[config.mk]
export PLATFORM = sky130hd
export DESIGN_NAME = decodificador_7seg
export DESIGN_NICKNAME = d
export VERILOG_FILES = /design/src/rtl/decodificador_7seg.sv
export SDC_FILE = /design/constraint.sdc
export NUM_CORES = 1
export LEC_CHECK = 0
export CORE_AREA = 2 2 39 41
export CTS_BUF_LIST = sky130_fd_sc_hd__clkbuf_16
export CTS_CLUSTER_DIAMETER = 120
export CTS_CLUSTER_SIZE = 30
export DETAILED_ROUTE_END_ITERATION = 10
export DIE_AREA = 0 0 41 43
export PLACE_DENSITY = 0.67
export REMOVE_ABC_BUFFERS = 1
export SLEW_MARGIN = 20
export SYNTH_ARGS = -nofsm -noshare
export SYNTH_HDL_FRONTEND = slang
export SYNTH_SLANG_ARGS = --single-unit
export TNS_END_PERCENT = 10
[constraint.sdc]
create_clock -name clk -period 1.9 [get_ports clk]
set_input_delay 0.285 -clock clk [delete_from_list [all_inputs] [get_ports clk]]
set_output_delay 0.285 -clock clk [all_outputs]
set_load 0.01 [all_outputs]
[src/rtl/decodificador_7seg.sv]
// rtl/decodificador_7seg.sv - registered 4-bit hex to seven-segment decoder
module decodificador_7seg #(
  parameter bit ACTIVE_LOW = 1'b1,
  parameter bit HEX_EN     = 1'b1
) (
  input  logic       clk,
  input  logic       rst,
  input  logic [3:0] SW,
  input  logic       blank,
  output logic [6:0] QQ
);

  logic [3:0] code_q, code_d;
  logic       blank_q, blank_d;
  logic [6:0] seg_ah;
  logic [6:0] seg_on;

  always_comb begin
    code_d  = SW;
    blank_d = blank;
  end

  // Reset leaves the digit blanked so the display is dark until real data arrives.
  always_ff @(posedge clk) begin
    if (rst) begin
      code_q  <= 4'd0;
      blank_q <= 1'b1;
    end else begin
      code_q  <= code_d;
      blank_q <= blank_d;
    end
  end

  // Pattern bit order is a b c d e f g, with 1 meaning the segment is lit.
  always_comb begin
    seg_ah = 7'b0000000;
    unique case (code_q)
      4'd0:  seg_ah = 7'b1111110;
      4'd1:  seg_ah = 7'b0110000;
      4'd2:  seg_ah = 7'b1101101;
      4'd3:  seg_ah = 7'b1111001;
      4'd4:  seg_ah = 7'b0110011;
      4'd5:  seg_ah = 7'b1011011;
      4'd6:  seg_ah = 7'b1011111;
      4'd7:  seg_ah = 7'b1110000;
      4'd8:  seg_ah = 7'b1111111;
      4'd9:  seg_ah = 7'b1111011;
      4'd10: seg_ah = HEX_EN ? 7'b1110111 : 7'b0000000;
      4'd11: seg_ah = HEX_EN ? 7'b0011111 : 7'b0000000;
      4'd12: seg_ah = HEX_EN ? 7'b1001110 : 7'b0000000;
      4'd13: seg_ah = HEX_EN ? 7'b0111101 : 7'b0000000;
      4'd14: seg_ah = HEX_EN ? 7'b1001111 : 7'b0000000;
      4'd15: seg_ah = HEX_EN ? 7'b1000111 : 7'b0000000;
      default: seg_ah = 7'b0000000;
    endcase
  end

  always_comb begin
    seg_on = blank_q ? 7'b0000000 : seg_ah;
    QQ     = ACTIVE_LOW ? ~seg_on : seg_on;
  end

endmodule

==> results of run 1 <==
==> routing by layer <==
| layer | global-route usage (%) | up-vias | routed length, um |
|---|---|---|---|
| met1 | 16.2 | 179 | 422 |
| met3 | 1.57 | 2 | 55 |
| met5 | 0 | - | 0 |
| met4 | 12.0 | 0 | 8 |
| met2 | 21.3 | 15 | 437 |
| li1 | - | 234 | - |
==> registers in the layout, indices dropped and copies added, names as in the netlist <==
signal   flops
seg_ah       7
blank_q      1
==> cell families (layout without fill, tap and decap cells) <==
| group | after synthesis | in the layout | share of synthesized area (%) |
|---|---|---|---|
| buffers and inverters | 7 | 24 | 6.66 |
| muxes | 4 | 4 | 7.62 |
| adders and majority gates | 7 | 7 | 16.7 |
| and+or+nand+nor | 20 | 20 | 23.1 |
| DFF | 8 | 8 | 30.5 |
| AOI/OAI and AO/OA | 12 | 12 | 15.5 |
==> per-stage QoR <==
step           utilization (%)  setup slack (ps)  area, sq um  hold slack [ps]  power (W)
2_1_floorplan                -               559          505              364   0.000239
3_3_place_gp              49.5             -12.9          686              849   0.000292
3_5_place_dp              49.5             -56.4          686              856   0.000293
4_1_cts                   55.0               170          761              610   0.000642
5_1_grt                   55.0              14.2          761              630   0.000657
6_report                  55.0               163          761              612   0.000635
==> cell usage after synthesis (all sizes together) <==
cell type   n  share of area [%]
a211o       1                1.7
a21oi       4                3.8
a22oi       1                1.4
buf         2                3.1
clkbuf      1               0.71
dfxtp       8                 30
ha          7                 17
inv         4                2.9
mux2i       4                7.6
nand2b     11                 13
nor2        4                2.9
nor2b       1                1.2
nor3        2                1.9
nor4b       1                2.9
o21bai      1                1.4
o22a        1                1.7
o22ai       3                3.6
o32a        1                1.9
or2         1                1.2
==> worst max-delay path: stages <==
cell	delay [ps]
clkdlybuf4s50_1	470
nor2b_1	280
ha_1	290
nor2_1	140
a21oi_1	60
a211o_1	320
==> area by class of cell <==
cell class / count / area, sq um
Clock buffer: 3 / 75.1
Sequential cell: 8 / 160
Fill cell: 139 / 623
Timing Repair Buffer: 17 / 160
Multi-Input combinational cell: 43 / 330
Tap cell: 16 / 20.0
Inverter: 4 / 15.0
==> worst max path at each step <==
| stage | start | end | slack, ps |
|---|---|---|---|
| global placement | rst | seg_ah[5]$_DFF_P_ | -10 |
| floorplan | SW[0] | seg_ah[5]$_DFF_P_ | 560 |
| global route | SW[0] | seg_ah[3]$_DFF_P_ | 10 |
| detailed placement | rst | seg_ah[5]$_DFF_P_ | -60 |
| finish | rst | seg_ah[5]$_DFF_P_ | 160 |
| CTS | rst | seg_ah[5]$_DFF_P_ | 170 |
==> where the power goes <==
group	internal (W)	switching [W]
Clock	0.000270	0.0000747
Sequential	0.000183	0.00000378
Combinational	0.0000577	0.0000460
==> impl_metrics.py, run 1 <==
metrics = {
    "detailed_routing": {
        "drtAntennaViolNets": 0,
        "drtIter0Drc": 3,
        "routed-via-count": 430,
        "drc": 0,
        "drtPass1Iterations": 2,
        "avgRoutedWirePerCell_um": 10.2,
        "viasPerCell": 4.73,
        "wl_um": 924,
    },
    "global_route": {
        "grt_pass1_vias": 388,
        "grt_max_degree": 15,
        "grt_use_total_pct": 14.0,
        "grt_first_pass_wirelength_um": 1620,
        "antenna_found_initial": 0,
        "grt_overflow": 0,
    },
    "sta": {
        "rsz0062_at_grt": "no",
        "max_slew_margin_pct": 66.1,
        "period_needed_ps": 1740,
        "setup_violations": 0,
        "max_freq_mhz": 576,
        "final-hold-violation-count": 0,
        "worstMarginPinSlew_ps": 507,
        "period_share_pct": 91.4,
        "setup_tns_ps": 0,
        "drv_slew": 0,
    },
    "floorplan": {
        "num_io_pins": 14,
        "dieWidth_um": 41,
        "num_rows": 14,
        "die_h_um": 43,
        "initial_utilization_pct": 38.0,
        "core-area_sq_um": 1380,
        "dieArea_sq_um": 1760,
    },
    "critical_path": {
        "crit_fanout": 4,
        "path_class": "in2reg",
        "cp-end-kind": "register",
        "crit_required_ps": 2010,
        "worstSetupStartpointType": "input pin",
        "crit_arrival_ps": 1850,
    },
    "cts": {
        "postCtsSetupBuffers": 0,
        "clkTransAtPathRegs_ps": 30,
        "cts_resized": 0,
        "cts_max_level": 1,
        "postCtsHoldBufs": 0,
        "cts-root-buf": "clkbuf_16",
        "clockBufferDepth": 2,
        "cts_tree": "done",
        "cts-buffers-inserted": 3,
        "cts.sinks": 8,
    },
    "yosys": {
        "syn_inst": 58,
        "synthesis.area_sq_um": 526,
        "yosys_warnings": 0,
        "ys_types": 21,
        "ys_ff_latch": 8,
        "syn_avg_cell_area_sq_um": 9.06,
        "ys_seq_area_share_pct": 30.5,
    },
    "placed_design": {
        "hpwl_um": 724,
        "place_congestion": 0.783,
        "io_buffer_count": 13,
        "dpl.cell_count": 88,
    },
    "flow_run": {
        "cap_violations": 0,
    },
    "worst_hold_path": {
        "hp-class": "in2reg",
        "whs_path_depth": 2,
        "whs_endpoint": "blank_q$_SDFF_PP1_",
        "hp-start": "blank",
    },
    "pwr": {
        "vdd_drop_max_mv": 0.330,
        "p_leak_nw": 0.331,
        "power.density_nw_per_um2": 835,
    },
    "status": {
        "status": "complete, no violations",
    },
    "layout": {
        "mostFrequentLayoutCells": "clkdlybuf4s50_1 (13), nand2b_1 (11), dfxtp_1 (8)",
        "syn_to_final_growth_pct": 44.8,
        "mostFrequentLayoutCell": "clkdlybuf4s50_1",
        "diodes": 0,
        "drive_gt1_share_pct": 13.3,
        "fin_nets": 91,
        "stdcell_count": 91,
    },
}
Note: power is estimated with default switching activity, not from simulation.
==> inputs of run 2 (changes only) <==
--- a/config.mk
+++ b/config.mk
@@ -11,7 +11,7 @@
 export CTS_CLUSTER_SIZE = 30
 export DETAILED_ROUTE_END_ITERATION = 10
 export DIE_AREA = 0 0 41 43
-export PLACE_DENSITY = 0.67
+export PLACE_DENSITY = 0.66
 export REMOVE_ABC_BUFFERS = 1
 export SLEW_MARGIN = 20
 export SYNTH_ARGS = -nofsm -noshare
==> impl_metrics.py, run 2 (same netlist as run 1, synthesis figures left out) <==
metrics = {
    "status": {
        "status": "complete, no violations",
    },
    "pwr": {
        "p_int_w": 0.000508,
        "p_leak_nw": 0.321,
        "p_sw_w": 0.000118,
        "seq_power_share_pct": 29.8,
        "power.density_nw_per_um2": 839,
        "total_power_w": 0.000626,
        "switching_share_pct": 18.8,
        "vdd_drop_max_mv": 0.311,
        "power.share.clock_pct": 54.2,
        "combinationalPowerShare_pct": 16.0,
    },
    "cts": {
        "cts-buffers-inserted": 3,
        "cts_max_level": 1,
        "clkTransAtPathRegs_ps": 30,
        "cts.sinks": 8,
        "cts_tree": "done",
        "cts_resized": 0,
        "postCtsSetupBuffers": 0,
        "cts-root-buf": "clkbuf_16",
        "clockBufferDepth": 2,
        "postCtsHoldBufs": 0,
    },
    "critical_path": {
        "crit_buf_inv": 1,
        "endpoint": "seg_ah[5]$_DFF_P_",
        "path_class": "in2reg",
        "crit_fanout": 4,
        "crit_family": "buffers and inverters",
        "cp.depth": 6,
        "cp-end-kind": "register",
        "crit_path_cell_trace": "clkdlybuf4s50_1 -> nor2b_1 -> ha_1 -> nor2_1 -> a21oi_1 -> a211o_1",
        "crit_start": "SW[0]",
        "crit_required_ps": 2010,
        "crit_path_max_incr_delay_ps": 470,
        "critical_path.slowest_cell": "clkdlybuf4s50_1",
        "worstSetupStartpointType": "input pin",
        "crit_arrival_ps": 1830,
    },
    "detailed_routing": {
        "wl_met2_um": 448,
        "routed-via-count": 413,
        "wl_met3_um": 47,
        "avgRoutedWirePerCell_um": 10.1,
        "drtPass1Iterations": 2,
        "wl_met1_um": 399,
        "viasPerCell": 4.64,
        "wl_um": 895,
        "drtIter0Drc": 3,
        "drtAntennaViolNets": 0,
        "dr.max_layer_used": "met3",
        "drc": 0,
    },
    "global_route": {
        "antenna_found_initial": 0,
        "grt_pass1_vias": 365,
        "grt_max_degree": 15,
        "grt_first_pass_wirelength_um": 1480,
        "grt_use_total_pct": 12.4,
        "grt_overflow": 0,
    },
    "floorplan": {
        "num_rows": 14,
        "core-area_sq_um": 1380,
        "die_h_um": 43,
        "num_io_pins": 14,
        "initial_utilization_pct": 38.0,
        "dieWidth_um": 41,
        "dieArea_sq_um": 1760,
    },
    "layout": {
        "largest_register_ffs": 7,
        "multi_input_area_sq_um": 330,
        "fillCellCount": 131,
        "stdcell_count": 89,
        "mostFrequentLayoutCell": "clkdlybuf4s50_1",
        "diodes": 0,
        "fin_area_sq_um": 746,
        "drive_gt1_share_pct": 11.0,
        "fin_nets": 89,
        "mostFrequentLayoutCells": "clkdlybuf4s50_1 (13), nand2b_1 (11), dfxtp_1 (8)",
        "syn_to_final_growth_pct": 41.9,
        "seq_area_sq_um": 160,
    },
    "sta": {
        "max_slew_margin_pct": 65.1,
        "period_share_pct": 90.7,
        "max_freq_mhz": 580,
        "final-hold-violation-count": 0,
        "rsz0062_at_grt": "no",
        "drv_slew": 0,
        "whs_ps": 632,
        "setup_tns_ps": 0,
        "period_needed_ps": 1720,
        "worstMarginPinSlew_ps": 521,
        "setup_violations": 0,
    },
    "placed_design": {
        "dpl.cell_count": 86,
        "place_congestion": 0.823,
        "hpwl_um": 700,
        "io_buffer_count": 13,
        "dpl_cell_area_sq_um": 671,
    },
    "worst_hold_path": {
        "hp-class": "in2reg",
        "whs_path_depth": 2,
    },
    "flow_run": {
        "cap_violations": 0,
    },
}
## run 2: cell count changes in the layout (fill, tap and decap cells not counted), sizes merged
cell,delta
buf,-2
## run 2: metrics by stage
stage / util [%] / setup slack, ps
floorplan: - / 559
global placement: 48.5 / -6.71
detailed placement: 48.5 / -72.3
CTS: 53.9 / 154
global route: 53.9 / 40.2
finish: 53.9 / 177
## run 2: worst min path at each step
stage	from	endpoint	slack (ps)
floorplan	rst	seg_ah[0]$_DFF_P_	360
global placement	blank	blank_q$_SDFF_PP1_	850
detailed placement	blank	blank_q$_SDFF_PP1_	860
CTS	blank	blank_q$_SDFF_PP1_	630
global route	blank	blank_q$_SDFF_PP1_	650
finish	blank	blank_q$_SDFF_PP1_	630
## run 2: cell type report
cell class | instances | area share [%]
multi-input cells | 43 | 44.3
flip-flops and latches | 8 | 21.5
repair buffers | 15 | 19.5
clock buffers | 3 | 10.1
well taps | 16 | 2.68
inverters | 4 | 2.01
## run 2: layer usage
layer	track usage (%)	vias up
met3	1.57	0
li1	-	229
met2	19.7	12
met1	14.6	172
met4	8.00	0
met5	0	-
## run 2: power groups by stage
stage | clock network (W) | registers (W) | logic (W)
after global routing | 0.000352 | 0.000187 | 0.000113
after floorplan | 0 | 0.000188 | 0.0000512
after CTS | 0.000343 | 0.000187 | 0.000101
after detailed placement | 0 | 0.000189 | 0.000100
final | 0.000339 | 0.000186 | 0.000100
after global placement | 0 | 0.000189 | 0.0000993
